### src/rtl/mux2_arbiter.sv
// -----------------------------------------------------------------------------
// mux2_arbiter
//
// Purpose:
//   This block lets two requesters share one 2:1 data mux.
//   - It grants the mux to one requester at a time and drives the select.
//   - The selected beat goes into a single-entry output slot.
//   - The slot uses a valid/ready handshake toward the downstream consumer.
//   - A grant is limited to MAX_BURST accepted beats, so neither requester
//     can hold the mux for ever.
//
// Arbitration:
//   - Default build: round-robin.
//   - With MUX2_ARB_FIXED_PRIORITY_EN defined, req0 always wins an
//     arbitration point, and requester 1 may starve.
//
// Parameters:
//   WIDTH      data width of each requester and of the output slot
//   MAX_BURST  maximum accepted beats per grant (1..15)
//
// Ports:
//   clk        system clock, rising edge
//   reset      asynchronous, active-high reset
//   req0/req1  requester has a beat available
//   data0/1    requester data
//   ack0/ack1  requester beat accepted this cycle (combinational)
//   sel        mux select: 0 = data0, 1 = data1 (registered)
//   out_valid  output slot holds a beat
//   out_data   output slot data
//   out_ready  downstream accepts the beat
//   busy       arbiter currently has an owner
// -----------------------------------------------------------------------------
module mux2_arbiter #(
  parameter int WIDTH     = 2,
  parameter int MAX_BURST = 4
) (
  input  logic             clk,
  input  logic             reset,
  input  logic             req0,
  input  logic [WIDTH-1:0] data0,
  output logic             ack0,
  input  logic             req1,
  input  logic [WIDTH-1:0] data1,
  output logic             ack1,
  output logic             sel,
  output logic             out_valid,
  output logic [WIDTH-1:0] out_data,
  input  logic             out_ready,
  output logic             busy
);

  typedef enum logic [1:0] {
    IDLE = 2'd0,
    OWN0 = 2'd1,
    OWN1 = 2'd2
  } state_t;

  localparam logic [3:0] BURST_LAST = 4'(MAX_BURST - 1);

  state_t     state;
  logic       last;
  logic [3:0] burst_cnt;

  logic slot_free;
  logic accept;
  logic owner_req;
  logic release_now;
  logic grant_valid;
  logic grant_id;

  // sel is 0 in OWN0 and 1 in OWN1, and it holds the most recent owner
  // in IDLE. That is exactly the value of `last`, so sel is simply that
  // register.
  assign sel  = last;
  assign busy = (state != IDLE);

  assign slot_free = !out_valid || out_ready;
  assign ack0      = (state == OWN0) && req0 && slot_free;
  assign ack1      = (state == OWN1) && req1 && slot_free;
  assign accept    = ack0 || ack1;

  // While an owner exists, `last` names it, so sel also picks the
  // owner's request.
  assign owner_req   = sel ? req1 : req0;
  assign release_now = !owner_req || (accept && (burst_cnt == BURST_LAST));

`ifdef MUX2_ARB_FIXED_PRIORITY_EN
  // req0 wins every arbitration point.
  assign grant_valid = req0 || req1;
  assign grant_id    = !req0;
`else
  // Round-robin.
  // - If both requesters are asking, the one that did not own last wins.
  // - If only one is asking, it wins.
  // - At a release, `last` is the current owner. So the rule prefers the
  //   other requester and re-grants the owner only when nobody else asks.
  assign grant_valid = req0 || req1;
  assign grant_id    = (req0 && req1) ? !last : req1;
`endif

  // Ownership state machine.
  always_ff @(posedge clk or posedge reset) begin
    if (reset) begin
      state     <= IDLE;
      last      <= 1'b1;
      burst_cnt <= 4'd0;
    end else begin
      case (state)
        IDLE: begin
          if (grant_valid) begin
            state     <= grant_id ? OWN1 : OWN0;
            last      <= grant_id;
            burst_cnt <= 4'd0;
          end
        end
        default: begin
          if (release_now) begin
            // Hand over directly, with no IDLE bubble, when someone is asking.
            if (grant_valid) begin
              state     <= grant_id ? OWN1 : OWN0;
              last      <= grant_id;
              burst_cnt <= 4'd0;
            end else begin
              state <= IDLE;
            end
          end else if (accept) begin
            burst_cnt <= burst_cnt + 4'd1;
          end
        end
      endcase
    end
  end

  // Single-entry output slot.
  // - An accepted beat always overwrites the slot.
  // - The slot empties only when it drains with no new beat arriving.
  always_ff @(posedge clk or posedge reset) begin
    if (reset) begin
      out_valid <= 1'b0;
      out_data  <= '0;
    end else if (accept) begin
      out_valid <= 1'b1;
      out_data  <= sel ? data1 : data0;
    end else if (out_valid && out_ready) begin
      out_valid <= 1'b0;
    end
  end

endmodule

### config.mk
export PLATFORM = sky130hd
export DESIGN_NAME = mux2_arbiter
export DESIGN_NICKNAME = d
export VERILOG_FILES = /design/src/rtl/mux2_arbiter.sv
export SDC_FILE = /design/constraint.sdc
export NUM_CORES = 1
export LEC_CHECK = 0
export CORE_ASPECT_RATIO = 1.2
export CORE_MARGIN = 3
export CORE_UTILIZATION = 25
export CTS_CLUSTER_DIAMETER = 40
export DETAILED_ROUTE_END_ITERATION = 7
export GPL_TIMING_DRIVEN = 0
export PLACE_DENSITY = 0.56
export SLEW_MARGIN = 0
export SYNTH_ARGS = -nofsm -noshare
export SYNTH_HDL_FRONTEND = slang
export SYNTH_SLANG_ARGS = --single-unit
### constraint.sdc
create_clock -name clk -period 3.7 [get_ports clk]
set_input_delay 0.555 -clock clk [delete_from_list [all_inputs] [get_ports clk]]
set_output_delay 0.555 -clock clk [all_outputs]
set_load 0.02 [all_outputs]
## Yosys cells after proc, flatten, opt, wreduce, memory -nomap -nowiden

Index checks and enable logic that the tools add are counted.

| operators by class | value |
|---|---|
| $add $sub $neg | 1 |
| eq/ne operators | 4 |
| mux-type cells | 17 |
| reductions and logical operators | 20 |

Operator list:

| operator | count |
|---|---|
| 4-bit two-way mux | 4 |
| 2-bit two-way mux | 6 |
| 1-bit logical AND | 7 |
| 1-bit two-way mux | 7 |
| 2-bit nonzero test | 3 |
| 4-bit by 1-bit adder with 4-bit output, second input constant | 1 |
| 4-bit by 2-bit == test with 1-bit output, second input constant | 1 |
| 1-bit logical OR | 4 |
| 1-bit zero test | 3 |
| 3-bit nonzero test | 1 |
| 2-bit by 1-bit == test with 1-bit output, second input constant | 1 |
| 2-bit == test, second input constant | 1 |
| 2-bit zero test | 1 |
| 2-bit inequality test, second input constant | 1 |
| 2-bit AND reduction | 1 |

| storage, ports and cells | value |
|---|---|
| register bits | 10 |
| output and inout bits | 7 |

## Depth between registers and ports, before layout

| logic depth | value |
|---|---|
| depth in word-level cells | 8 |
| gate-level depth with buffers | 6 |

## Worst setup path after synthesis

OpenSTA, ideal clock, no wires.

| timing | value |
|---|---|
| path type | reg-to-reg |
| start point | register last (netlist: sel) |
| end point | register burst_cnt[2] |
| library setup time | 0.120 ns |
| data arrival time | 1.691 ns |
| required time | 3.580 ns |
| slack | 1.889 ns |
| cell stages (with the launch flop) | 6 |
| path buffers | 1 |
| period minus slack after synthesis | 1.811 ns |
| path through | dfstp_2 buf_2 mux2_2 nor2b_1 a32o_1 a31o_2 |

| between the ends | value |
|---|---|
| cells in the longest elaborated chain, start to end | 5 |
| elaborated cells between the ends (all ways) | 6 |

Ends and longest elaborated chain:

| what | RTL line | RTL |
|---|---|---|
| from (decl) | 61 | `logic last;` |
| from (signal assigned) | 112 | `last <= grant_id;` |
| from (signal assigned) | 121 | `last <= grant_id;` |
| 1-bit two-way mux (*) | 84 | `assign owner_req = sel ? req1 : req0;` |
| 1-bit zero test (*) | 85 | `assign release_now = !owner_req \|\| (accept && (burst_cnt == BURST_LAST));` |
| 1-bit logical OR (*) | 85 |  |
| 4-bit two-way mux | 117 | `if (release_now) begin` |
| 4-bit two-way mux | 108 | `case (state)` |
| to (signal assigned) | 127 | `burst_cnt <= burst_cnt + 4'd1;` |
| to (decl) | 62 | `logic [3:0] burst_cnt;` |

Every way passes the cells marked *; elsewhere a longest branch is shown, timed or not.
A chain may end at the register's enable or synchronous reset.

## Worst setup path after layout

| timing | value |
|---|---|
| start point | input req0 |
| end point | output ack0 |

| between the ends | value |
|---|---|
| cells in the longest elaborated chain, start to end | 2 |

Ends and longest elaborated chain:

| what | RTL line | RTL |
|---|---|---|
| from (decl) | 39 | `input logic req0,` |
| 1-bit logical AND (2 in a row) | 78 | `assign ack0 = (state == OWN0) && req0 && slot_free;` |
| to (decl) | 41 | `output logic ack0,` |

Every way passes these cells.

==> impl.org <==
** Clocking
- After clock tree synthesis, the clock-pin slew on the worst setup and hold paths is 0.07 ns.
- Count of hold buffers inserted by post-cts repair :: 0
- CTS built an H-tree with a depth of 1.
- The cell sitting at the root of the clock tree is a clkbuf_4.
- Max Buffers Root-to-Sink :: 2
- TritonCTS created 3 clock buffers.
- In this run, post-CTS repair resized a total of 0 instances.
- Clock latency on the worst-skew pair :: 0.27 ns
- CTS tree :: done
- The tree built by TritonCTS fans out to 10 sinks.
- Number of setup buffers added after CTS :: 0

** Pwr
- Worst VDD drop :: 270 µV
- Clock network fraction of total power :: 0.157
- Of the total power, the share spent switching nets is 0.395.
- Of the total power, combinational logic draws 0.505.
- Sequential share of power :: 0.338
- Static Leak :: 0.342 nW
- Power, Total :: 0.507 mW
- Cell area power density :: 616 nW/µm²
- Total internal power :: 0.307 mW
- In this run the power spent charging and discharging nets is 0.200 mW.

** Yosys
- Counting every instance in the synthesized netlist gives 64.
- Mean instance size in the synthesized netlist :: 9.66 µm²
- Post-synthesis sequential area ratio :: 0.407
- #FFs+latches synth :: 10
- Mapped Area :: 618 µm²
- Yosys warns :: 0
- The number of nets handed over by synthesis was 74.
- Counting distinct cell types in the post-synthesis netlist gives 31.

** Worst setup path
- Kind of end point of the critical path :: primary output
- Buffers plus inverters on the worst setup path :: 2
- Most frequent cell on the critical path :: clkdlybuf4s50_1
- Critical path's slowest cell :: clkdlybuf4s50_1
- For the worst setup path, the data required time is 3.14 ns.
- Of all nets on the critical path, the largest fanout is 8.
- The setup path with the least slack is of type in -> out.
- Ordered list of cells on the worst path :: clkdlybuf4s50_1, nand3b_1, nor2_1, clkdlybuf4s50_1
- Depth of the most critical reg-to-reg path :: 5
- Broken down by cell family, the worst path's largest delay share belongs to buffers and inverters.
- Crit-path max cell delay :: 0.62 ns
- In this run the number of cells on the critical path is 4.
- Data arrival time of the critical path :: 2.13 ns
- The worst setup path is launched from a primary input.

** Timing
- Part of the cycle the worst path needs :: 0.727
- Setup repair after global routing left no endpoint under its margin.
- Final Hold Vio Count :: 0
- Time the worst path needs with I/O delays and setup :: 2.69 ns
- Worst slew pin tran :: 0.419 ns
- Clock skew on the completed layout was measured at 0.00892 ns.
- Measured against its own limit, the worst slew margin works out to 0.720.
- Setup violations remaining at the end of the flow were counted as 0.
- Final hold analysis gives a worst-case slack of 0.520 ns.
- The max-slew violation count came to 0.
- For this run, the top clock speed supported by timing is 372 MHz.
- Setup total negative slack on the finished layout was measured at 0 ns.
- Setup slack closes at 1.01 ns.

** Routing
- DRT antenna net count :: 0
- Initial DRC Count :: 5
- After detailed routing, the average wire length per cell comes to 11.9 µm.
- In the routed design, unresolved DRC markers number 0.
- Number of detailed-routing iterations run before antenna repair :: 4
- The routed layout has 545 vias.
- Routed vias/inst :: 4.82
- The routed design has 1340 µm of wire.

** Placed design
- Before CTS, the worst setup slack after placement is 1.01 ns.
- Routability-driven placement finished with a final weighted congestion of 0.743.
- Detailed placement ended at an HPWL of 1010 µm.
- Total of buffers placed on input and output ports :: 14

** Global routing
- Across every metal layer, demand over resource in global routing totals 0.100.
- Global-route congestion overflow total :: 0
- Initial antenna violation count :: 0
- The number of global-route vias before repair came to 528.
- Wire length of the first global-routing pass :: 2320 µm
- Maximum number of pins on one net before global-route repair :: 11

** Die
- 16 I/O pins were placed.
- The floorplan step defined a core boundary enclosing 2330 µm².
- The floorplan step defined a die boundary enclosing 3110 µm².
- The die is 51.4 µm wide.
- Height of the chip :: 60.5 µm
- The floorplan has 19 rows.
- For this configuration, the core starts out at a cell density of 0.265.

** Cells and area
- The final layout contains 93 nets.
- Multi-input combinational cell area :: 330 µm²
- Storage cell area :: 251 µm²
- Fraction of final layout cells with drive strength greater than 1 :: 0.171
- The layout has 265 filler cells.
- Relative area change from synthesis to final layout :: 33.2%
- 0 antenna diodes ended up in the layout.

** Outcome
- The run finished with clean final reports.

** Job
- MaxCap Viol Count :: 0

** Hold path
- The path class of the tightest hold or removal check is reg -> reg.
- Number of cells traversed by the worst hold path :: 1
-- registers in the layout, indices dropped and copies added (netlist names) --
signal     cells
sel            1
state          2
out_data       2
out_valid      1
burst_cnt      4
-- area by class of cell --
type                    count  area share
clock buffers               4      0.0319
well taps                  31      0.0471
plain buffers               3      0.0258
repair buffers             14       0.170
flip-flops and latches     10       0.305
inverters                   4      0.0182
multi-input cells          47       0.401
-- power by group through the flow --
stage	registers (mW)	logic [mW]	clock network [mW]
after floorplan	0.194	0.141	0
after global placement	0.172	0.255	0
after detailed placement	0.173	0.258	0
after CTS	0.171	0.259	0.0846
after global routing	0.179	0.280	0.0931
final	0.171	0.256	0.0799
-- worst paths after layout --
path / slack (ns) / to / from
setup / recovery: 1.01 / ack0 / req0
hold / removal: 0.52 / burst_cnt[1] / burst_cnt[1]
setup reg to reg: 1.87 / burst_cnt[2] / sel
hold reg to reg: 0.52 / burst_cnt[1] / burst_cnt[1]
max in group asynchronous: 2.81 / sel / reset
min in group asynchronous: 0.57 / out_data[1] / reset
-- stage by stage --
stage / utilization / std cells / instance area (µm²)
floorplan: - / 64 / 618
global placement: 0.342 / 109 / 797
detailed placement: 0.342 / 109 / 797
CTS: 0.353 / 113 / 823
global route: 0.353 / 113 / 823
finish: 0.353 / 113 / 823
-- cell usage in the layout, fill, tap and decap left out, drive strengths merged --
cell           instances
a2111oi                1
a211o                  1
a21boi                 1
a21oi                  5
a31o                   2
a32o                   1
and3                   1
buf                    3
clkbuf                 4
clkdlybuf4s50         14
dfrtp                  9
dfstp                  1
ha                     1
inv                    4
mux2                   3
mux2i                  2
nand2                  3
nand2b                 1
nand3b                 2
nor2                  10
nor2b                  4
nor3                   1
o211ai                 1
o21ai                  2
o221a                  1
o22ai                  1
o2bb2ai                1
o31a                   1
or2                    1
-- kinds of logic after synthesis --
kind of cell | share of synthesized area
simple gates | 0.186
compound gates | 0.241
flops | 0.407
buf+inv | 0.0587
mux | 0.0870
fa+ha+maj | 0.0202
-- synthesized netlist by cell type --
cell type / count / area [µm²]
or2_2: 1 / 6.26
o21ai_0: 1 / 5.00
a211o_1: 1 / 8.76
buf_2: 2 / 10.0
nor2_2: 1 / 6.26
nand3b_1: 2 / 15.0
o31a_1: 1 / 8.76
o221a_2: 1 / 11.3
dfstp_2: 1 / 26.3
mux2i_1: 2 / 20.0
a21oi_1: 5 / 25.0
nand2_1: 3 / 11.3
ha_1: 1 / 12.5
a2111oi_4: 1 / 27.5
a21boi_0: 1 / 7.51
buf_6: 1 / 11.3
nor3_1: 1 / 5.00
inv_1: 4 / 15.0
dfrtp_1: 9 / 225
nor2b_1: 4 / 25.0
a31o_2: 2 / 17.5
o2bb2ai_1: 1 / 8.76
nor2_1: 9 / 33.8
o22ai_1: 1 / 6.26
nand2b_1: 1 / 6.26
o211ai_1: 1 / 7.51
o21ai_1: 1 / 5.00
and3_1: 1 / 6.26
mux2_2: 1 / 11.3
mux2_1: 2 / 22.5
a32o_1: 1 / 10.0
-- per-layer routing --
| metal | routed length, µm | track usage | vias to the layer above | share of wire |
|---|---|---|---|---|
| met5 | 0 | 0 | - | 0 |
| met4 | 33 | 0.0562 | 0 | 0.025 |
| met3 | 77 | 0.0246 | 6 | 0.057 |
| met2 | 625 | 0.164 | 25 | 0.47 |
| met1 | 608 | 0.121 | 250 | 0.45 |
| li1 | - | - | 264 | - |
No activity file was read; power rests on OpenSTA's default activity.
